$ cat src/rtl/ram_arbiter.sv
// Two-master arbiter for the single-port data RAM: CPU data port and DMA/loader port.
// Each GNT cycle performs exactly one access and the FSM always falls back to IDLE before the next one.
module ram_arbiter_port (
  input  logic        clk_i,
  input  logic        rst_i,
  input  logic        gnt_i,
  input  logic        we_i,
  input  logic        bad_i,
  input  logic [31:0] dato_s_i,
  output logic        err_o,
  output logic [31:0] rdata_o
);
  logic        err_q, err_d;
  logic [31:0] rdata_q, rdata_d;

  // A rejected access still updates err but leaves the read data untouched.
  always_comb begin
    err_d   = err_q;
    rdata_d = rdata_q;
    if (gnt_i) begin
      err_d = bad_i;
      if (!we_i && !bad_i) rdata_d = dato_s_i;
    end
  end

  always_ff @(posedge clk_i or posedge rst_i) begin
    if (rst_i) begin
      err_q   <= 1'b0;
      rdata_q <= '0;
    end else begin
      err_q   <= err_d;
      rdata_q <= rdata_d;
    end
  end

  assign err_o   = err_q;
  assign rdata_o = rdata_q;
endmodule

module ram_arbiter #(
  parameter int          PRIO_CPU = 0,
  parameter int unsigned MAX_WAIT = 4,
  parameter int unsigned ADDR_MSB = 9
) (
  input  logic        clk,
  input  logic        reset,
  input  logic        cpu_req,
  input  logic        cpu_we,
  input  logic [31:0] cpu_addr,
  input  logic [31:0] cpu_wdata,
  output logic        cpu_ack,
  output logic        cpu_err,
  output logic [31:0] cpu_rdata,
  input  logic        dma_req,
  input  logic        dma_we,
  input  logic [31:0] dma_addr,
  input  logic [31:0] dma_wdata,
  output logic        dma_ack,
  output logic        dma_err,
  output logic [31:0] dma_rdata,
  output logic        MemWrite,
  output logic [31:0] dato_e,
  output logic [31:0] direccion,
  input  logic [31:0] dato_s
);
  localparam int NUM_PORTS = 2;
  localparam logic [3:0] WAIT_MAX = 4'(MAX_WAIT);

  typedef enum logic [1:0] {IDLE, GNT_CPU, GNT_DMA} state_e;

  state_e     state_q, state_d;
  logic       last_dma_q, last_dma_d;
  logic [3:0] wait_q, wait_d;
  logic       pick_dma;

  logic [NUM_PORTS-1:0]       req, we, gnt, bad, err;
  logic [NUM_PORTS-1:0][31:0] addr, wdata, rdata;

  assign req   = {dma_req, cpu_req};
  assign we    = {dma_we, cpu_we};
  assign addr  = {dma_addr, cpu_addr};
  assign wdata = {dma_wdata, cpu_wdata};
  assign gnt   = {state_q == GNT_DMA, state_q == GNT_CPU};

  for (genvar p = 0; p < NUM_PORTS; p++) begin : g_port
    assign bad[p] = (addr[p][31:ADDR_MSB+1] != '0) | (addr[p][1:0] != 2'b00);
    ram_arbiter_port u_port (
      .clk_i    (clk),
      .rst_i    (reset),
      .gnt_i    (gnt[p]),
      .we_i     (we[p]),
      .bad_i    (bad[p]),
      .dato_s_i (dato_s),
      .err_o    (err[p]),
      .rdata_o  (rdata[p])
    );
  end

  // wait_q counts CPU wins against a pending DMA; at WAIT_MAX the DMA is forced through.
  always_comb begin
    state_d    = IDLE;
    last_dma_d = last_dma_q;
    wait_d     = wait_q;
    pick_dma   = 1'b0;
    if (state_q == IDLE) begin
      if (req == 2'b11) pick_dma = (PRIO_CPU != 0) ? (wait_q == WAIT_MAX) : !last_dma_q;
      else              pick_dma = req[1];
      if (req != 2'b00) begin
        state_d    = pick_dma ? GNT_DMA : GNT_CPU;
        last_dma_d = pick_dma;
      end
      if (!req[1] || pick_dma)     wait_d = '0;
      else if (wait_q != WAIT_MAX) wait_d = wait_q + 4'd1;
    end
  end

  always_ff @(posedge clk or posedge reset) begin
    if (reset) begin
      state_q    <= IDLE;
      last_dma_q <= 1'b1;
      wait_q     <= '0;
    end else begin
      state_q    <= state_d;
      last_dma_q <= last_dma_d;
      wait_q     <= wait_d;
    end
  end

  always_comb begin
    MemWrite  = 1'b0;
    direccion = '0;
    dato_e    = '0;
    for (int p = 0; p < NUM_PORTS; p++) begin
      if (gnt[p]) begin
        direccion = addr[p];
        dato_e    = wdata[p];
        MemWrite  = we[p] & ~bad[p];
      end
    end
  end

  assign cpu_ack   = gnt[0];
  assign dma_ack   = gnt[1];
  assign cpu_err   = err[0];
  assign dma_err   = err[1];
  assign cpu_rdata = rdata[0];
  assign dma_rdata = rdata[1];
endmodule
$ cat config.mk
export PLATFORM = sky130hd
export DESIGN_NAME = ram_arbiter
export DESIGN_NICKNAME = d
export VERILOG_FILES = /design/src/rtl/ram_arbiter.sv
export SDC_FILE = /design/constraint.sdc
export NUM_CORES = 1
export LEC_CHECK = 0
export ABC_CLOCK_PERIOD_IN_PS = 2250
export CAP_MARGIN = 15
export CORE_AREA = 4 4 112 114
export DETAILED_ROUTE_END_ITERATION = 16
export DIE_AREA = 0 0 116 118
export GPL_TIMING_DRIVEN = 0
export PLACE_DENSITY_LB_ADDON = 0.3
export SYNTH_ARGS = -nofsm -noshare
export SYNTH_HDL_FRONTEND = slang
export SYNTH_HIERARCHICAL = 1
export SYNTH_SLANG_ARGS = --single-unit
$ cat constraint.sdc
create_clock -name clk -period 2.25 [get_ports clk]
set_input_delay 0.675 -clock clk [delete_from_list [all_inputs] [get_ports clk]]
set_output_delay 0.675 -clock clk [all_outputs]
set_load 0.01 [all_outputs]
After elaboration in Yosys (flattened, before gate mapping)
Cells that the tools add are included.

word-level totals
  register bits = 69
  input port bits = 166
  output and inout bits = 133
  word-level logic and storage cells = 42

operators by class
  eq/ne operators = 3
  muxes and demuxes = 11
  bitwise operators = 6
  reductions and logical operators = 16

operators by type and width
  kind                                                             number
  32-bit two-way mux                                               4
  22-bit nonzero test                                              2
  2-bit two-way mux                                                3
  2-bit AND reduction                                              3
  2-bit nonzero test                                               3
  1-bit zero test                                                  5
  2-bit == test, second input constant                             2
  1-bit two-way mux                                                4
  1-bit AND                                                        2
  2-bit by 1-bit == test with 1-bit output, second input constant  1
  1-bit logical AND                                                2
  2-bit zero test                                                  1
  1-bit inverter                                                   2
  1-bit bitwise OR                                                 2

Longest topological paths before layout
Gate-level depths: netlist of the first run.

  word-level depth = 6
  depth in mapped cells = 6
  mapped depth without buffers = 5

Hierarchy
The synthesis of the first run kept the hierarchy.

modules (own cells, without submodules)
  module            times used  cells an instance  area each (µm²)  seq. area each (µm²)
  ram_arbiter_port  2           71                 1253.7           825.8
  ram_arbiter       1           113                942.2            76.3

Least setup slack after synthesis of the first run
Ideal clock, no wire load.

  path kind = input to register
  start point = in dma_addr[17]
  end point = reg g_port[1].u_port.rdata_q[0]
  setup time = 125 ps
  arrival time = 2149 ps
  slack = -24 ps
  cell stages on the path = 6
  buffers on the path = 1
  cells stage by stage = nor4_1 -> nand4_1 -> or2_1 -> nor3b_4 -> buf_6 -> mux2_2

on the way
  word-level cells in the longest chain between the ends = 5

RTL lines
  element                        line  text
  from (decl)                    56    input logic [31:0] dma_addr,
  22-bit nonzero test            86    assign bad[p] = (addr[p][31:ADDR_MSB+1] != '0) | (addr[p][1:0] != 2'b00);
  1-bit bitwise OR               86
  via bad[1]                     76    logic [NUM_PORTS-1:0] req, we, gnt, bad, err;
  1-bit zero test                22    if (!we_i && !bad_i) rdata_d = dato_s_i;
  1-bit logical AND              22
  2-bit AND reduction (no line)  --
  to (signal assigned)           32    rdata_q <= rdata_d;
  to (decl)                      14    logic [31:0] rdata_q, rdata_d;

The timed path passes the listed nets, and every way through them passes these cells.
A chain may end at the register's enable or synchronous reset.

Worst setup path after layout of the first run
  start point = reg state_q[0]
  end point = out direccion[13]

on the way
  word-level cells in the longest chain between the ends = 3

RTL lines
  element                                   line  text
  from (decl)                               71    state_e state_q, state_d;
  from (signal assigned)                    123   state_q <= state_d;
  2-bit by 1-bit == test with 1-bit output  83    assign gnt = {state_q == GNT_DMA, state_q == GNT_CPU};
  32-bit two-way mux                        134   if (gnt[p]) begin
  32-bit two-way mux *                      134
  to (decl)                                 63    output logic [31:0] direccion,

Every way passes the cells marked *; elsewhere a longest branch is shown, timed or not.

==> results of run 1 <==
[state kept, by name (all words and copies together) (netlist names)]
name / cells
g_port.u_port/rdata_o: 64
g_port.u_port/err_o: 2
state_q: 2
last_dma_q: 1
[kinds of logic (layout without fill, tap and decap cells)]
| group | Yosys count | in the layout | share of synthesized area, % |
|---|---|---|---|
| buf+inv | 24 | 366 | 5.513 |
| simple gates | 28 | 28 | 5.695 |
| compound gates | 68 | 68 | 17.16 |
| mux | 66 | 66 | 21.55 |
| flops | 69 | 69 | 50.09 |
[synthesized netlist by cell type]
library cell	count	area share, %
dfrtp_1	68	49
a22o_1	64	16
mux2_2	62	20
buf_6	12	3.9
nor4_1	12	2.2
buf_2	8	1.2
nand2_1	5	0.54
inv_1	4	0.44
mux2_1	4	1.3
a21oi_1	3	0.44
nand4_1	3	0.54
nor3b_4	2	1.1
or2_1	2	0.36
and2b_4	1	0.29
and3_1	1	0.18
dfstp_2	1	0.76
nor2_1	1	0.11
nor2b_4	1	0.40
o32ai_2	1	0.47
[worst min path at each step]
stage,depth (start not counted),endpoint,from
floorplan,1,state_q[0]$_DFF_PP0_,reset
global route,1,g_port[0].u_port/rdata_o[3]$_DFFE_PP0P_,g_port[0].u_port/rdata_o[3]$_DFFE_PP0P_
finish,2,last_dma_q$_DFFE_PP1P_,last_dma_q$_DFFE_PP1P_
detailed placement,1,g_port[0].u_port/rdata_o[4]$_DFFE_PP0P_,g_port[0].u_port/rdata_o[4]$_DFFE_PP0P_
CTS,1,g_port[0].u_port/rdata_o[4]$_DFFE_PP0P_,g_port[0].u_port/rdata_o[4]$_DFFE_PP0P_
global placement,1,g_port[0].u_port/rdata_o[4]$_DFFE_PP0P_,g_port[0].u_port/rdata_o[4]$_DFFE_PP0P_
[power by group through the flow]
| stage | Clock, mW | Sequential, mW | Combinational [mW] |
|---|---|---|---|
| floorplan | 0 | 1.30 | 0.717 |
| global placement | 0 | 1.30 | 1.72 |
| detailed placement | 0 | 1.30 | 1.75 |
| CTS | 1.67 | 1.28 | 1.72 |
| global route | 1.74 | 1.28 | 1.84 |
| finish | 1.64 | 1.28 | 1.73 |
[per-layer routing]
metal	routed length, um	global-route usage, %	vias up
li1	-	-	1676
met1	6101	27.49	1848
met2	8458	40.43	184
met3	1589	6.992	18
met4	226	5.366	0
met5	0	0	-
[stage by stage]
stage / utilization (%) / power (mW) / hold WS (ns)
after global routing: 65.49 / 4.856 / 0.5227
after global placement: 58.28 / 3.026 / 0.4681
after CTS: 65.54 / 4.673 / 0.4885
after detailed placement: 58.28 / 3.050 / 0.4751
final: 65.49 / 4.654 / 0.5063
after floorplan: - / 2.017 / 0.4279
[critical path, delay by kind of cell, from the launching register on]
kind,cells,cell delay [ns]
flops,1,0.41
buf+inv,5,0.63
compound gates,1,0.16
simple gates,1,0.20
[area by class of cell]
type | count | area [um2]
Clock buffer | 9 | 225.2
Timing Repair Buffer | 328 | 3069
Inverter | 4 | 15.01
Sequential cell | 69 | 1728
Clock inverter | 7 | 121.4
Buffer | 18 | 236.5
Tap cell | 143 | 178.9
Fill cell | 876 | 3940
Multi-Input combinational cell | 162 | 1904
[timing repair]
action / 4_1_cts / 5_1_grt
gates resized for setup: 523 / 51
endpoints found under the setup margin: 131 / 106
pin swaps: 23 / 22
buffers inserted: 19 / 3
cloned: 10 / 0
==> impl_metrics.yaml, run 1 <==
die:
  io_pins: 299
  core_area_um2: 11420
  die_w_um: 116
  die-area_um2: 13690
  rows: 39
  die_h_um: 118
  start_util_pct: 30.21
worst_setup_path:
  rrSetupSlack_ns: 0.29
  crit_end: "direccion[13]"
  cp_slowest_cell: "dfrtp_1"
  crit_chain: "and2b_4, buf_8, buf_12, buf_8, buf_6, a22o_1, buf_2"
  critical-path-max-stage-delay_ns: 0.41
  endpoint_kind: "output port"
  critPathMaxFanout: 6
  start_kind: "flip-flop"
  rr_startpoint: "state_q[1]$_DFF_PP0_"
  critical_path_class: "flip-flop to output port"
  worstPathArrival_ns: 1.73
  cpMostUsedCell: "buf_8"
  reg2reg_depth: 7
  rr_endpoint: "g_port[0].u_port/rdata_o[12]$_DFFE_PP0P_"
  cp.required_ns: 1.57
  crit_path_start: "state_q[0]$_DFF_PP0_"
power:
  p_int_mw: 3.311
  p_per_area_nw_per_um2: 622.4
  clkPwrFrac_pct: 35.3
  ir_worst_vdd_v: 0.0004932
  switchingPower_mw: 1.343
  swShare_pct: 28.86
  power_frac_comb_pct: 37.2
  seq_power_share_pct: 27.5
  p_leak_nw: 3.472
sta:
  rsz0062_at_grt: "yes"
  worst_pin_slew_ns: 0.8079
  min_period_ns: 2.402
  hold_viol_final: 0
  fin_tns_setup_ns: -2.692
  setup_viol: 51
  max_freq_mhz: 416.2
  maxSlewHeadroom_pct: 46.14
  fin_ws_ns: -0.1524
  fin_crit_sh_pct: 106.8
  drv_slew: 0
  fin_skew_ns: 0.002901
clocking:
  htreeDepth: 3
  cts_max_path_buffers: 2
  clock_sinks: 69
  cts_tree: "built"
  clk_pin_slew_worst_paths_ns: 0.06
  clockRootBuffer: "clkbuf_16"
  cts_hold_buf: 0
  numCtsBuffers: 9
  clk_latency_ns: 0.32
global_route:
  grt-ovfl-total: 0
  grt_pass1_wl_um: 24390
  grt_max_degree: 34
  grt_pass1_vias: 4087
  antenna_found_initial: 0
  track_usage_pct: 23.11
route:
  drcViolationCount: 0
  drt_pass1_iterations: 5
  wl_per_cell_um: 22.13
  drt-vias-per-instance: 5.035
  drt-initial-drc-count: 139
  num_vias: 3726
  routed_wl_um: 16380
  drtAntennaViolNets: 0
min_path:
  hold_path.class: "flip-flop to flip-flop"
job:
  drv_cap: 0
synth:
  ys_types: 19
  ys_warn_count: 6
  syn_inst: 255
  syn_area_um2: 3450
  ys_seq_area_share_pct: 50.09
  syn-num-nets: 421
  avgSynthCellArea_um2: 13.53
  ys_seq_elements: 69
placement:
  pre_cts_ws_ns: -0.8911
  postPlaceCellArea_um2: 6655
  globalplace.congestion: 0.8844
  post-place-cells: 696
  io_buffer_count: 298
  dp_hpwl_um: 11990
finish:
  syn2layout_area_growth_pct: 116.8
  stdcell_count: 740
  final_common_cell: "clkdlybuf4s50_1"
  drive_gt1_share_pct: 43.38
  fin_nets: 758
  final_cell_mix: "182 x clkdlybuf4s50_1, 76 x buf_2, 68 x dfrtp_1"
  insertedDiodeCount: 0
  finalInstanceArea_um2: 7478
outcome:
  status: "finished with violations"
  failed_checks: "setup timing"
(Power assumes the default switching activity.)
==> run 2, diff against run 1 <==
Settings changed: CORE_AREA 4 4 112 114 to 4 4 115 117, DIE_AREA 0 0 116 118 to 0 0 119 121, DONT_BUFFER_PORTS set to 1, HOLD_SLACK_MARGIN set to 0.12.
==> run 2 against run 1 <==
  * The flow now finishes without violations
  * Non-clock buffer count is 322 lower
  * First-iteration DRC count up 11%
  * Wire length fell by 24%
  * Largest cell class is now multi-input gates
  * Clock power shrank 15%
  * Largest power group is now clock
  * Cell count down 39%
  * Global-route usage is 7.3 points lower
  * Utilization decreased by 31 points
  * Critical path type unchanged
==> impl_metrics.yaml, run 2 (synthesized netlist as in run 1, its figures left out) <==
finish:
  finish.utilization_pct: 34.77
  drive_gt1_share_pct: 50.18
  largest_reg_flops: 64
  final_cell_mix: "68 x dfrtp_1, 62 x mux2_2, 44 x a22o_1"
  syn2layout_area_growth_pct: 24.63
  stdcell_count: 448
  fin_nets: 436
  final_common_cell: "dfrtp_1"
  n_fill_cell: 1187
die:
  rows: 41
  core_area_um2: 12360
  die-area_um2: 14400
  die_w_um: 119
  start_util_pct: 27.90
  die_h_um: 121
  io_pins: 299
min_path:
  hold_path.class: "input pin to async pin"
power:
  p_int_mw: 2.563
  p_leak_nw: 2.011
  swShare_pct: 31.40
  power_frac_comb_pct: 28.1
  ir_worst_vdd_v: 0.0003582
  p_per_area_nw_per_um2: 869.0
  switchingPower_mw: 1.173
  seq_power_share_pct: 34.3
  clkPwrFrac_pct: 37.6
global_route:
  track_usage_pct: 15.79
  grt-ovfl-total: 0
  antenna_found_initial: 1
  grt_pass1_wl_um: 17080
  grt_max_degree: 34
  grt_pass1_vias: 2681
sta:
  hold_viol_final: 0
  rsz0062_at_grt: "yes"
  fin_skew_ns: 0.009870
  maxSlewHeadroom_pct: 48.06
  min_period_ns: 2.195
  setup_viol: 0
  max_freq_mhz: 455.5
  fin_tns_setup_ns: 0
  drv_slew: 0
  fin_crit_sh_pct: 97.57
  worst_pin_slew_ns: 0.7791
outcome:
  status: "completed"
worst_setup_path:
  cpMostUsedCell: "buf_6"
  crit_path_start: "state_q[1]$_DFF_PP0_"
  start_kind: "flip-flop"
  cp.depth: 4
  cp_slowest_cell: "dfrtp_1"
  cp_top_family: "flip-flops"
  rrSetupSlack_ns: 0.35
  crit_buf_inv: 2
  worstPathArrival_ns: 1.52
  critical_path_class: "flip-flop to output port"
  rr_startpoint: "state_q[1]$_DFF_PP0_"
  reg2reg_depth: 6
  crit_chain: "and2b_4, buf_6, buf_6, a22o_1"
  critPathMaxFanout: 10
  rr_endpoint: "g_port[0].u_port/rdata_o[30]$_DFFE_PP0P_"
  endpoint_kind: "output port"
  crit_end: "direccion[27]"
  critical-path-max-stage-delay_ns: 0.39
  cp.required_ns: 1.57
route:
  drcViolationCount: 0
  wl_per_cell_um: 27.60
  drtAntennaViolNets: 0
  wl_met3_um: 1216
  drt-vias-per-instance: 5.516
  wl_met2_um: 6308
  drt-met1-wl_um: 4583
  num_vias: 2471
  drt-initial-drc-count: 154
  drt_pass1_iterations: 4
  routed_wl_um: 12370
  maxUsedRoutingLayer: "met5"
clocking:
  clk_pin_slew_worst_paths_ns: 0.06
  clockRootBuffer: "clkbuf_16"
  clock_sinks: 69
  cts_tree: "built"
  cts_max_path_buffers: 2
  numCtsBuffers: 9
  clk_latency_ns: 0.33
  htreeDepth: 3
placement:
  dp_hpwl_um: 9859
  globalplace.congestion: 0.9548
  io_buffer_count: 0
  post-place-cells: 427
job:
  drv_cap: 0
run 2: cell count changes in the layout (fill, tap and decap cells not counted), moves of 7 or more:
cell | before | now
buf_6 | 27 | 9
a22o_1 | 62 | 44
mux2_4 | 61 | 0
buf_16 | 7 | 0
clkdlybuf4s50_1 | 182 | 0
clkbuf_2 | 9 | 0
buf_2 | 76 | 3
a22o_4 | 2 | 20
buf_12 | 11 | 1
buf_4 | 13 | 2
mux2_2 | 5 | 62
run 2: worst min-delay path by stage:
stage / start / to / slack [ns] / cells past startpoint
floorplan: reset / state_q[0]$_DFF_PP0_ / 0.43 / 1
global placement: reset / state_q[0]$_DFF_PP0_ / 0.43 / 1
detailed placement: reset / state_q[0]$_DFF_PP0_ / 0.44 / 1
CTS: reset / g_port[1].u_port/rdata_o[13]$_DFFE_PP0P_ / 0.39 / 1
global route: reset / g_port[1].u_port/rdata_o[13]$_DFFE_PP0P_ / 0.40 / 1
finish: reset / g_port[1].u_port/rdata_o[13]$_DFFE_PP0P_ / 0.35 / 1
run 2: layout make-up:
| class | count | area (um2) | area share (%) |
|---|---|---|---|
| multi-input combinational | 162 | 1788 | 41.59 |
| sequential | 69 | 1728 | 40.19 |
| clock buffer | 9 | 225.2 | 5.239 |
| antenna | 1 | 2.502 | 0.05821 |
| timing repair buffer | 4 | 48.80 | 1.135 |
| inverter | 4 | 15.01 | 0.3492 |
| tap | 172 | 215.2 | 5.006 |
| clock inverter | 7 | 73.82 | 1.717 |
| buffer | 20 | 202.7 | 4.715 |
run 2: metal layers:
layer,vias to the layer above,track usage (%)
met5,-,0
met4,2,4.345
met2,168,26.35
met1,1262,18.56
li1,1025,-
met3,14,6.807
run 2: repair_timing:
| action | in CTS | in global routing |
|---|---|---|
| resized for setup | 1 | 38 |
| setup endpoints to repair | 66 | 95 |
| hold endpoints to repair | 2 | 0 |
| hold buffers | 1 | 0 |
| pin swaps | 3 | 5 |
| buffers inserted | 3 | 0 |
run 2: power by group through the flow:
stage | sequential [mW] | combinational [mW] | clock, mW
2_1_floorplan | 1.30 | 0.717 | 0
3_3_place_gp | 1.30 | 0.896 | 0
3_5_place_dp | 1.30 | 0.900 | 0
4_1_cts | 1.28 | 0.907 | 1.44
5_1_grt | 1.28 | 1.10 | 1.51
6_report | 1.28 | 1.05 | 1.40
run 2: per-stage QoR:
step	total power, mW	hold WS [ns]	cell area, um2	setup slack [ns]
floorplan	2.017	0.4279	3493	0.005240
global route	3.897	0.4009	4299	-0.03021
CTS	3.633	0.3894	4054	-0.01149
finish	3.736	0.3510	4299	0.05471
detailed placement	2.204	0.4385	3709	-0.4334
global placement	2.198	0.4319	3709	-0.4229
==> run 3, diff against run 2 <==
Settings changed: CELL_PAD_IN_SITES_DETAIL_PLACEMENT set to 0, CELL_PAD_IN_SITES_GLOBAL_PLACEMENT set to 2, CORE_AREA 4 4 115 117 to 4 4 114 116, DIE_AREA 0 0 119 121 to 0 0 118 120.
==> run 3 against run 2 <==
  * Critical path depth decreased by 1
  * Worst hold slack better by 0.015 ns
  * Largest cell class is now flip-flops and latches
  * First-iteration DRC count shrank 68%
  * Combinational power decreased by 15%
  * Clock skew shrank 0.0021 ns
==> impl_metrics.yaml, run 3 (synthesized netlist as in run 1, its figures left out) <==
placement:
  pre_cts_ws_ns: -0.4006
  post-place-cells: 402
  dp_hpwl_um: 9666
  io_buffer_count: 0
  globalplace.congestion: 0.8368
sta:
  fin_ws_ns: 0.04314
  maxSlewHeadroom_pct: 49.10
  hold_ws_ns: 0.3656
  min_period_ns: 2.207
  fin_tns_setup_ns: 0
  max_freq_mhz: 453.1
  hold_viol_final: 0
  rsz0062_at_grt: "yes"
  setup_viol: 0
  fin_crit_sh_pct: 98.08
  fin_skew_ns: 0.007732
  worst_pin_slew_ns: 0.7623
  drv_slew: 0
power:
  p_per_area_nw_per_um2: 900.5
  swShare_pct: 29.48
  p_int_mw: 2.625
  ir_worst_vdd_v: 0.0003359
  fin_total_pwr_mw: 3.723
  power_frac_comb_pct: 24.1
  seq_power_share_pct: 34.4
  clkPwrFrac_pct: 41.5
  p_leak_nw: 1.926
  switchingPower_mw: 1.098
clocking:
  clk_latency_ns: 0.33
  htreeDepth: 3
  cts_tree: "built"
  cts_max_path_buffers: 2
  clk_pin_slew_worst_paths_ns: 0.06
  clock_sinks: 69
  clockRootBuffer: "clkbuf_16"
  numCtsBuffers: 9
finish:
  drive_gt1_share_pct: 43.64
  largest_reg_flops: 64
  syn2layout_area_growth_pct: 19.84
  final_common_cell: "dfrtp_1"
  final_cell_mix: "68 x dfrtp_1, 62 x mux2_2, 61 x a22o_1"
  fin_nets: 436
  insertedDiodeCount: 0
  stdcell_count: 422
route:
  num_vias: 2422
  wl_per_cell_um: 28.20
  drt-vias-per-instance: 5.739
  routed_wl_um: 11900
  drt-initial-drc-count: 50
  drt_pass1_iterations: 4
  drtAntennaViolNets: 0
  drcViolationCount: 0
worst_setup_path:
  critPathMaxFanout: 2
  rr_startpoint: "state_q[1]$_DFF_PP0_"
  endpoint_kind: "output port"
  crit_path_start: "dma_addr[25]"
  cp.required_ns: 1.57
  start_kind: "input pin"
  worstPathArrival_ns: 1.53
  critical_path_class: "input pin to output port"
die:
  rows: 40
  start_util_pct: 28.96
  io_pins: 299
  die_h_um: 120
  die_w_um: 118
  die-area_um2: 14160
  core_area_um2: 11910
job:
  drv_cap: 0
global_route:
  grt_max_degree: 34
  antenna_found_initial: 0
  track_usage_pct: 15.78
  grt-ovfl-total: 0
  grt_pass1_wl_um: 17020
  grt_pass1_vias: 2664
min_path:
  hold_path.class: "input pin to async pin"
outcome:
  status: "completed"
[run 3: layout make-up]
cell class | count | area (um2)
flip-flops and latches | 69 | 1728
clock inverters | 6 | 93.84
fillers | 1194 | 7777
multi-input cells | 162 | 1629
plain buffers | 20 | 187.7
well taps | 147 | 183.9
repair buffers | 4 | 57.56
clock buffers | 10 | 239.0
inverters | 4 | 15.01
[run 3: repair_timing]
action                                 4_1_cts  5_1_grt
setup buffers                                2        1
hold buffers                                 1        0
pin swaps                                    2        2
endpoints found under the hold margin        2        0
setup endpoints to repair                   63       50
gates resized for setup                      5        7
[run 3: final timing paths]
| kind | to | slack (ns) | depth (start not counted) |
|---|---|---|---|
| min in group clk | state_q[0]$_DFF_PP0_ | 0.43 | 1 |
| worst min register to register | last_dma_q$_DFFE_PP1P_ | 0.50 | 2 |
| worst min-delay path | g_port[1].u_port/rdata_o[15]$_DFFE_PP0P_ | 0.37 | 1 |
| worst max-delay path | MemWrite | 0.04 | 3 |
| max in group asynchronous | last_dma_q$_DFFE_PP1P_ | 1.37 | 2 |
| worst max register to register | g_port[0].u_port/rdata_o[31]$_DFFE_PP0P_ | 0.36 | 6 |
[run 3: routing by layer]
metal  vias to the layer above  global-route usage, %  wire length (um)  share of wire [%]
met1                      1220                  18.60              4564                 38
met4                         0                  5.275               223                1.9
met3                        16                  8.153              1466                 12
li1                       1019                      -                 -                  -
met5                         -                      0                 0                  0
met2                       167                  24.87              5647                 47
[run 3: power by group through the flow]
stage                     clock network (mW)  logic, mW  registers [mW]
after floorplan                            0      0.717            1.30
after global placement                     0      0.879            1.30
after detailed placement                   0      0.882            1.30
after CTS                               1.59      0.890            1.28
after global routing                    1.67      0.962            1.28
final                                   1.55      0.897            1.28
[run 3: critical path: stages]
cell and delay [ns]:
nor4_1 0.31, nand2_1 0.18, o32ai_4 0.37
[run 3: metrics by stage]
| stage | area [um2] | utilization, % |
|---|---|---|
| 2_1_floorplan | 3493 | - |
| 3_3_place_gp | 3677 | 30.87 |
| 3_5_place_dp | 3677 | 30.87 |
| 4_1_cts | 4093 | 34.36 |
| 5_1_grt | 4134 | 34.71 |
| 6_report | 4134 | 34.71 |
